<file path="config.mk">
export PLATFORM = sky130hd
export DESIGN_NAME = tile_map_writer
export DESIGN_NICKNAME = d
export VERILOG_FILES = /design/src/rtl/tile_map_writer.sv
export SDC_FILE = /design/constraint.sdc
export NUM_CORES = 1
export LEC_CHECK = 0
export BUFFER_PORTS_ARGS = -buffer_cell sky130_fd_sc_hd__buf_2
export CORE_MARGIN = 3
export CORE_UTILIZATION = 35
export CTS_CLUSTER_DIAMETER = 30
export DETAILED_ROUTE_END_ITERATION = 8
export MAX_ROUTING_LAYER = met4
export PLACE_DENSITY = 0.57
export SKIP_CTS_REPAIR_TIMING = 1
export SYNTH_ARGS = -nofsm -noshare
export SYNTH_HDL_FRONTEND = slang
export SYNTH_SLANG_ARGS = --single-unit
</file>
<file path="constraint.sdc">
create_clock -name clk -period 4.32 [get_ports clk]
set_input_delay 0.216 -clock clk [delete_from_list [all_inputs] [get_ports clk]]
set_output_delay 0.216 -clock clk [all_outputs]
set_load 0.01 [all_outputs]
</file>
<file path="src/rtl/tile_map_writer.sv">
// Tile map writer: queues CPU tile WRITE / map CLEAR commands and commits them to tile memory only inside the vblank write window.
// Latency: a queued WRITE reaches mem_we 2 clk after the pop (pop needs window_open); CLEAR streams one word per open-window cycle.
// Backpressure: cmd_ready drops while the FIFO is full; CLEAR pauses with the window closed and resumes where it stopped.
// Optional: define TILE_BOUNDS_CHECK_EN to drop out-of-range WRITEs and raise the sticky err flag.
module tile_map_writer #(
    parameter int SYS_DATA_WIDTH = 16,
    parameter int SYS_ADDR_WIDTH = 16,
    parameter int TILES_X        = 40,
    parameter int TILES_Y        = 30,
    parameter logic [SYS_ADDR_WIDTH-1:0] BASE_ADDR = 16'hC000,
    parameter int FIFO_DEPTH     = 8,
    parameter int WINDOW_CYCLES  = 1000
) (
    input  logic                      clk,
    input  logic                      reset,
    input  logic                      vga_vs,
    input  logic                      cmd_valid,
    output logic                      cmd_ready,
    input  logic                      cmd_op,
    input  logic [5:0]                cmd_x,
    input  logic [4:0]                cmd_y,
    input  logic [SYS_DATA_WIDTH-1:0] cmd_data,
    output logic                      mem_we,
    output logic [SYS_ADDR_WIDTH-1:0] mem_addr,
    output logic [SYS_DATA_WIDTH-1:0] mem_wdata,
    output logic                      window_open,
    output logic                      busy,
    output logic                      err
);

    localparam int PTR_W      = (FIFO_DEPTH > 1) ? $clog2(FIFO_DEPTH) : 1;
    localparam int CNT_W      = PTR_W + 1;
    localparam int TILE_COUNT = TILES_X * TILES_Y;
    localparam int IDX_W      = (TILE_COUNT > 1) ? $clog2(TILE_COUNT) : 1;
    localparam int WIN_W      = $clog2(WINDOW_CYCLES + 1);

    typedef struct packed {
        logic                      op;
        logic [5:0]                x;
        logic [4:0]                y;
        logic [SYS_DATA_WIDTH-1:0] data;
    } cmd_t;

    typedef enum logic [1:0] {
        ST_IDLE,
        ST_WRITE,
        ST_CLEAR
    } state_t;

    // ---------------- command FIFO ----------------
    cmd_t             fifo_mem [FIFO_DEPTH];
    logic [PTR_W-1:0] wr_ptr;
    logic [PTR_W-1:0] rd_ptr;
    logic [CNT_W-1:0] count;
    logic [CNT_W-1:0] count_n;
    logic             push;
    logic             pop;
    cmd_t             head;

    assign push = cmd_valid & cmd_ready;
    assign head = fifo_mem[rd_ptr];

    // Occupancy after this cycle's push/pop; feeds the registered ready/busy flags.
    always_comb begin
        count_n = count;
        case ({push, pop})
            2'b10:   count_n = count + CNT_W'(1);
            2'b01:   count_n = count - CNT_W'(1);
            default: count_n = count;
        endcase
    end

    // Storage is not reset: emptiness is tracked by the pointers and count alone.
    always_ff @(posedge clk) begin
        if (push) begin
            fifo_mem[wr_ptr] <= '{op: cmd_op, x: cmd_x, y: cmd_y, data: cmd_data};
        end
    end

    // Pointer and occupancy bookkeeping; cmd_ready is registered from next-state fullness.
    always_ff @(posedge clk) begin
        if (!reset) begin
            wr_ptr    <= '0;
            rd_ptr    <= '0;
            count     <= '0;
            cmd_ready <= 1'b1;
        end else begin
            if (push) wr_ptr <= wr_ptr + PTR_W'(1);
            if (pop)  rd_ptr <= rd_ptr + PTR_W'(1);
            count     <= count_n;
            cmd_ready <= (count_n != CNT_W'(FIFO_DEPTH));
        end
    end

    // ---------------- vblank write window ----------------
    logic             vs_prev;
    logic             vs_fall;
    logic [WIN_W-1:0] win_cnt;
    logic [WIN_W-1:0] win_cnt_n;

    assign vs_fall = vs_prev & ~vga_vs;

    // A falling vsync edge (re)arms the window; otherwise it counts down to zero.
    always_comb begin
        win_cnt_n = win_cnt;
        if (vs_fall) begin
            win_cnt_n = WIN_W'(WINDOW_CYCLES);
        end else if (win_cnt != '0) begin
            win_cnt_n = win_cnt - WIN_W'(1);
        end
    end

    // Window counter, edge-detect history and the registered window flag.
    always_ff @(posedge clk) begin
        if (!reset) begin
            vs_prev     <= 1'b1;
            win_cnt     <= '0;
            window_open <= 1'b0;
        end else begin
            vs_prev     <= vga_vs;
            win_cnt     <= win_cnt_n;
            window_open <= (win_cnt_n != '0);
        end
    end

    // ---------------- commit FSM ----------------
    state_t                    state;
    state_t                    state_n;
    cmd_t                      cur;
    cmd_t                      cur_n;
    logic [IDX_W-1:0]          idx;
    logic [IDX_W-1:0]          idx_n;
    logic                      we_n;
    logic [SYS_ADDR_WIDTH-1:0] addr_n;
    logic [SYS_DATA_WIDTH-1:0] wdata_n;
    logic                      err_n;
    logic [SYS_ADDR_WIDTH-1:0] tile_addr;

    // Row-major tile address; wraps modulo the address width by construction.
    assign tile_addr = BASE_ADDR
                     + SYS_ADDR_WIDTH'(cur.y) * SYS_ADDR_WIDTH'(TILES_X)
                     + SYS_ADDR_WIDTH'(cur.x);

`ifdef TILE_BOUNDS_CHECK_EN
    logic in_range;
    assign in_range = (32'(cur.x) < TILES_X) && (32'(cur.y) < TILES_Y);
`endif

    // Next-state and memory-port decisions. A CLEAR writes its first word on the
    // pop cycle so the map fill uses every open-window cycle.
    always_comb begin
        state_n = state;
        cur_n   = cur;
        idx_n   = idx;
        we_n    = 1'b0;
        addr_n  = mem_addr;
        wdata_n = mem_wdata;
        err_n   = err;
        pop     = 1'b0;
        case (state)
            ST_IDLE: begin
                if (window_open && (count != '0)) begin
                    pop   = 1'b1;
                    cur_n = head;
                    if (head.op) begin
                        we_n    = 1'b1;
                        addr_n  = BASE_ADDR;
                        wdata_n = head.data;
                        idx_n   = IDX_W'(1);
                        state_n = (TILE_COUNT > 1) ? ST_CLEAR : ST_IDLE;
                    end else begin
                        state_n = ST_WRITE;
                    end
                end
            end
            ST_WRITE: begin
                // Completes regardless of the window so a late pop is never lost.
                state_n = ST_IDLE;
`ifdef TILE_BOUNDS_CHECK_EN
                if (in_range) begin
                    we_n    = 1'b1;
                    addr_n  = tile_addr;
                    wdata_n = cur.data;
                end else begin
                    err_n = 1'b1;
                end
`else
                we_n    = 1'b1;
                addr_n  = tile_addr;
                wdata_n = cur.data;
`endif
            end
            ST_CLEAR: begin
                if (window_open) begin
                    we_n    = 1'b1;
                    addr_n  = BASE_ADDR + SYS_ADDR_WIDTH'(idx);
                    wdata_n = cur.data;
                    if (idx == IDX_W'(TILE_COUNT - 1)) begin
                        idx_n   = '0;
                        state_n = ST_IDLE;
                    end else begin
                        idx_n = idx + IDX_W'(1);
                    end
                end
            end
            default: state_n = ST_IDLE;
        endcase
    end

    // FSM state plus registered memory port and status outputs.
    always_ff @(posedge clk) begin
        if (!reset) begin
            state     <= ST_IDLE;
            cur       <= '0;
            idx       <= '0;
            mem_we    <= 1'b0;
            mem_addr  <= '0;
            mem_wdata <= '0;
            err       <= 1'b0;
            busy      <= 1'b0;
        end else begin
            state     <= state_n;
            cur       <= cur_n;
            idx       <= idx_n;
            mem_we    <= we_n;
            mem_addr  <= addr_n;
            mem_wdata <= wdata_n;
            err       <= err_n;
            busy      <= (state_n != ST_IDLE) || (count_n != '0);
        end
    end

endmodule

</file>
# Word-level counts from Yosys, hierarchy flattened
# Memories as Yosys holds them, arrays and structs flattened. A register that Yosys moved wholly into a read port is not among the register bits.
# Cells that the tools add are included.
# totals
regBits	97
ram_bits	224
in_bits	32
output_inout_bits	37
wordCells	83
memories	1
# mem_list
memory	depth	width	rd	rd_ports_with_merged_regs	write_ports	line_no	text
fifo_mem	8	28	1	1	1	51	cmd_t fifo_mem [FIFO_DEPTH];
# classes
add_sub_neg	9
multipliers	1
n_eq_ne	9
muxes	31
n_bitwise	3
n_reduce_logical	13
# ops
cell	n
$mux W16	6
$pmux W16 S3	2
$mux W11	4
$add A15 B12 Y16 const A	2
$pmux W11 S2	1
$mux W10	2
$reduce_bool A10 Y1	2
$add A16 B6 Y16	1
$add A11 B1 Y11 const B	1
$eq A11 B11 Y1 const B	1
$sub A10 B1 Y10 const B	1
$mul A5 B3 Y8 const B	1
$mux W2	4
$pmux W4 S2	1
$reduce_and A4 Y1	2
$reduce_bool A4 Y1	2
$mux W1	7
$add A3 B1 Y3 const B	2
$mux W3	2
$ne A2 B2 Y1 const B	3
$add A4 B1 Y4 const B	1
$eq A2 B1 Y1 const B	2
$eq A2 B2 Y1 const B	2
$ne A4 B4 Y1 const B	1
other kinds (11)	13

# Longest topological paths before layout
# logic_depth
word_depth	8
ltp_mapped	12
depth_no_buf	11

# Worst setup path after synthesis
# Ideal clock, no wire load.
# synth_path
path_kind	flip-flop to flip-flop
start	register cmd_ready
end	memory fifo_mem[4][0] in the netlist's numbering (enable)
setup_ps	454
arrival_time_ps	2990
required_time_ps	3866
slack_ps	876
stages_incl_launch_ff	5
path_buffers	1
period_less_slack_ps	3444
path_cell_list	dfxtp_1 and2_1 clkbuf_1 nand2b_1 nor3b_1
# synth_via
elab_chain_cells	3
# synth_rtl
element	line_no	text
start: declaration	18	output logic cmd_ready,
start signal: assignment	91	cmd_ready <= (count_n != CNT_W'(FIFO_DEPTH));
$and A1 B1 Y1	60	assign push = cmd_valid & cmd_ready;
$mux W1	75	if (push) begin
$mux W1 (not written as such)	76	fifo_mem[wr_ptr] <= '{op: cmd_op, x: cmd_x, y: cmd_y, data: cmd_data};
end: declaration	51	
# Every way passes these cells.

==> results.ini <==
[layout]
syn_to_final_growth_pct=26.46
final_common_cell=edfxtp_1
final_cell_mix=edfxtp_1, dfxtp_1, nor2_1, clkbuf_16, buf_2
fin_nets=1046
nFillCells=3176
layout-drive-gt1-share_pct=25.02

[pwr]
leakagePower_uw=0.005775
p_int_uw=8001
p_per_area_mw_per_mm2=684.1
vdd.ir_drop.worst_v=0.0003154
p_seq_share_pct=35.3
p_comb_share_pct=20.2
switchingPower_uw=3222
swShare_pct=28.71
clockPowerShare_pct=44.5

[timing]
min_period_ns=2.878
relSlewSlack_pct=37.02
final-setup-viol-count=0
fmax_ghz=0.3474
fin_crit_sh_pct=66.63
fin_ws_ns=1.442
finalHoldViolations=0
skew_ns=0.02251
setup-tns-final_ns=0
worst_pin_slew_ns=0.9406
drv_slew=0
rsz0062_at_grt=no

[synth]
synthesis.area_mm2=0.01297
synth-adder-area-share_pct=2.141
synthCells=866
ys_ff_latch=321
yosysWarnings=0
ys_seq_area_share_pct=66.82
synth_top_family_by_area=multiplexers
synth_async_sr_flop_share_pct=0
avgSynthCellArea_um2=14.98
synth_compound_area_share_pct=7.340
ys_types=63
yosys_most_used_dff=edfxtp_1
synth-simple-area-share_pct=7.542
synth.area.mux_share_pct=12.43
synth-edff-count=224
synth_xor_area_share_pct=1.389

[drt]
viasPerCell=5.023
first_pass_iters=4
wl_per_cell_um=18.28
drt-initial-drc-count=437
ant_nets=0
drc=0
routed_wl_um=27600
vias=7585

[placed_design]
pre_cts_slack_ns=1.402
dp_hpwl_um=16320
portBuffers=65
gp_congestion=0.7730

[clock_tree]
numCtsBuffers=67
clkSlewWorstSetupHoldPaths_ns=0.04
cts_tree=yes
cts_sinks=321
cts_buffer_depth=3
htree_levels=3
clk_latency_ns=0.56
cts-root-buf=clkbuf_16

[global_route]
grt_pass1_vias=7416
grt_use_met1_pct=20.41
grt_pass1_wl_um=43010
track_usage_pct=14.61
grt_overflow_total=0
grt_max_degree=60
grt_use_met3_pct=4.099
grt.met2_usage_pct=20.68
grt_busiest_layer=met2
antenna_found_initial=2

[run]
cap_violations=0

[die]
row_count=69
initial_core_util_pct=35.95
die_y_um=198.5
io_pins=69
core-area_mm2=0.03609
dieArea_mm2=0.03941
die_w_um=198.5

[setup_path]
critPathArrivalTime_ns=3.34
critical_path_required_ns=4.78
critPathMaxFanout=27
endpoint_kind=flip-flop
cp-start-kind=flip-flop
critPathKind=reg2reg

[min_path]
hold_path.class=in2reg

[run_status]
status=completed

==> power by group through the flow <==
| stage | Clock [uW] | Sequential [uW] | Combinational [uW] |
|---|---|---|---|
| after floorplan | 0 | 3890 | 1800 |
| after global placement | 0 | 4020 | 2250 |
| after detailed placement | 0 | 4020 | 2260 |
| after CTS | 5100 | 3980 | 2270 |
| after global routing | 5270 | 4020 | 2530 |
| final | 5000 | 3960 | 2260 |
==> synthesized netlist by cell type, types with 10 or more instances <==
master	count	area, um2
edfxtp_1	224	6726
ha_1	19	237.7
nand3_1	31	155.2
xnor2_1	10	87.58
o31ai_1	10	75.07
dfxtp_1	97	1942
nand2_1	27	101.4
nor2_1	83	311.6
inv_1	14	52.55
clkbuf_1	30	112.6
a211oi_1	30	225.2
a21oi_1	40	200.2
mux2i_1	34	340.3
o21ai_0	27	135.1
mux4_2	56	1261
and3_1	12	75.07
==> state kept, by name (all words and copies together) (netlist names), 3 cells and up, named ones only <==
register	flops
count	4
cur	27
fifo_mem	224
idx	11
mem_addr	13
mem_wdata	16
rd_ptr	3
win_cnt	10
wr_ptr	3
==> per-stage QoR <==
step,hold slack [ns],power (uW),instances,cell area [um2],utilization (%)
after floorplan,0.3149,5688,868,12980,-
after global placement,0.4219,6263,1356,13820,38.30
after detailed placement,0.4310,6284,1356,13820,38.30
after CTS,-0.1471,11340,1479,16110,44.64
after global routing,0.2610,11820,1510,16400,45.46
final,0.2097,11220,1510,16400,45.46
==> critical path: stages, from the launching register on <==
cell     delay (ns)
dfxtp_4        0.70
mux4_2         0.59
mux2_2         0.32
a21oi_2        0.53
o21ai_1        0.42
a21oi_1        0.23
==> final timing paths <==
path | start | to | slack [ns] | cells past startpoint
min reg2reg | mem_wdata[8] | mem_wdata[8] | 0.47 | 2
max reg2reg | flip-flop | idx[2] | 1.44 | 5
max | flip-flop | idx[2] | 1.44 | 5
min | reset | vs_prev | 0.21 | 2
==> area by class of cell <==
class                           instances  area (um2)  share of cell area [%]
Timing Repair Buffer                  109       753.2                   4.592
Sequential cell                       321        8675                   52.88
Inverter                               14       52.55                  0.3203
Clock buffer                           85        1898                   11.57
Tap cell                              461       576.8                   3.516
Clock inverter                         38       389.1                   2.372
Multi-Input combinational cell        480        4055                   24.72
Antenna cell                            2       5.005                 0.03051
==> cell families after synthesis <==
logic type / after synthesis
flops: 321
mux: 91
fa+ha+maj: 21
buf+inv: 67
simple gates: 202
compound gates: 144
other cells: 1
xor+xnor: 19
==> metal layers <==
| metal | routed length, um | vias to the layer above |
|---|---|---|
| li1 | - | 3647 |
| met1 | 13520 | 3716 |
| met2 | 12310 | 170 |
| met3 | 1196 | 52 |
| met4 | 571 | 0 |
| met5 | 0 | - |
(Power assumes the default switching activity.)
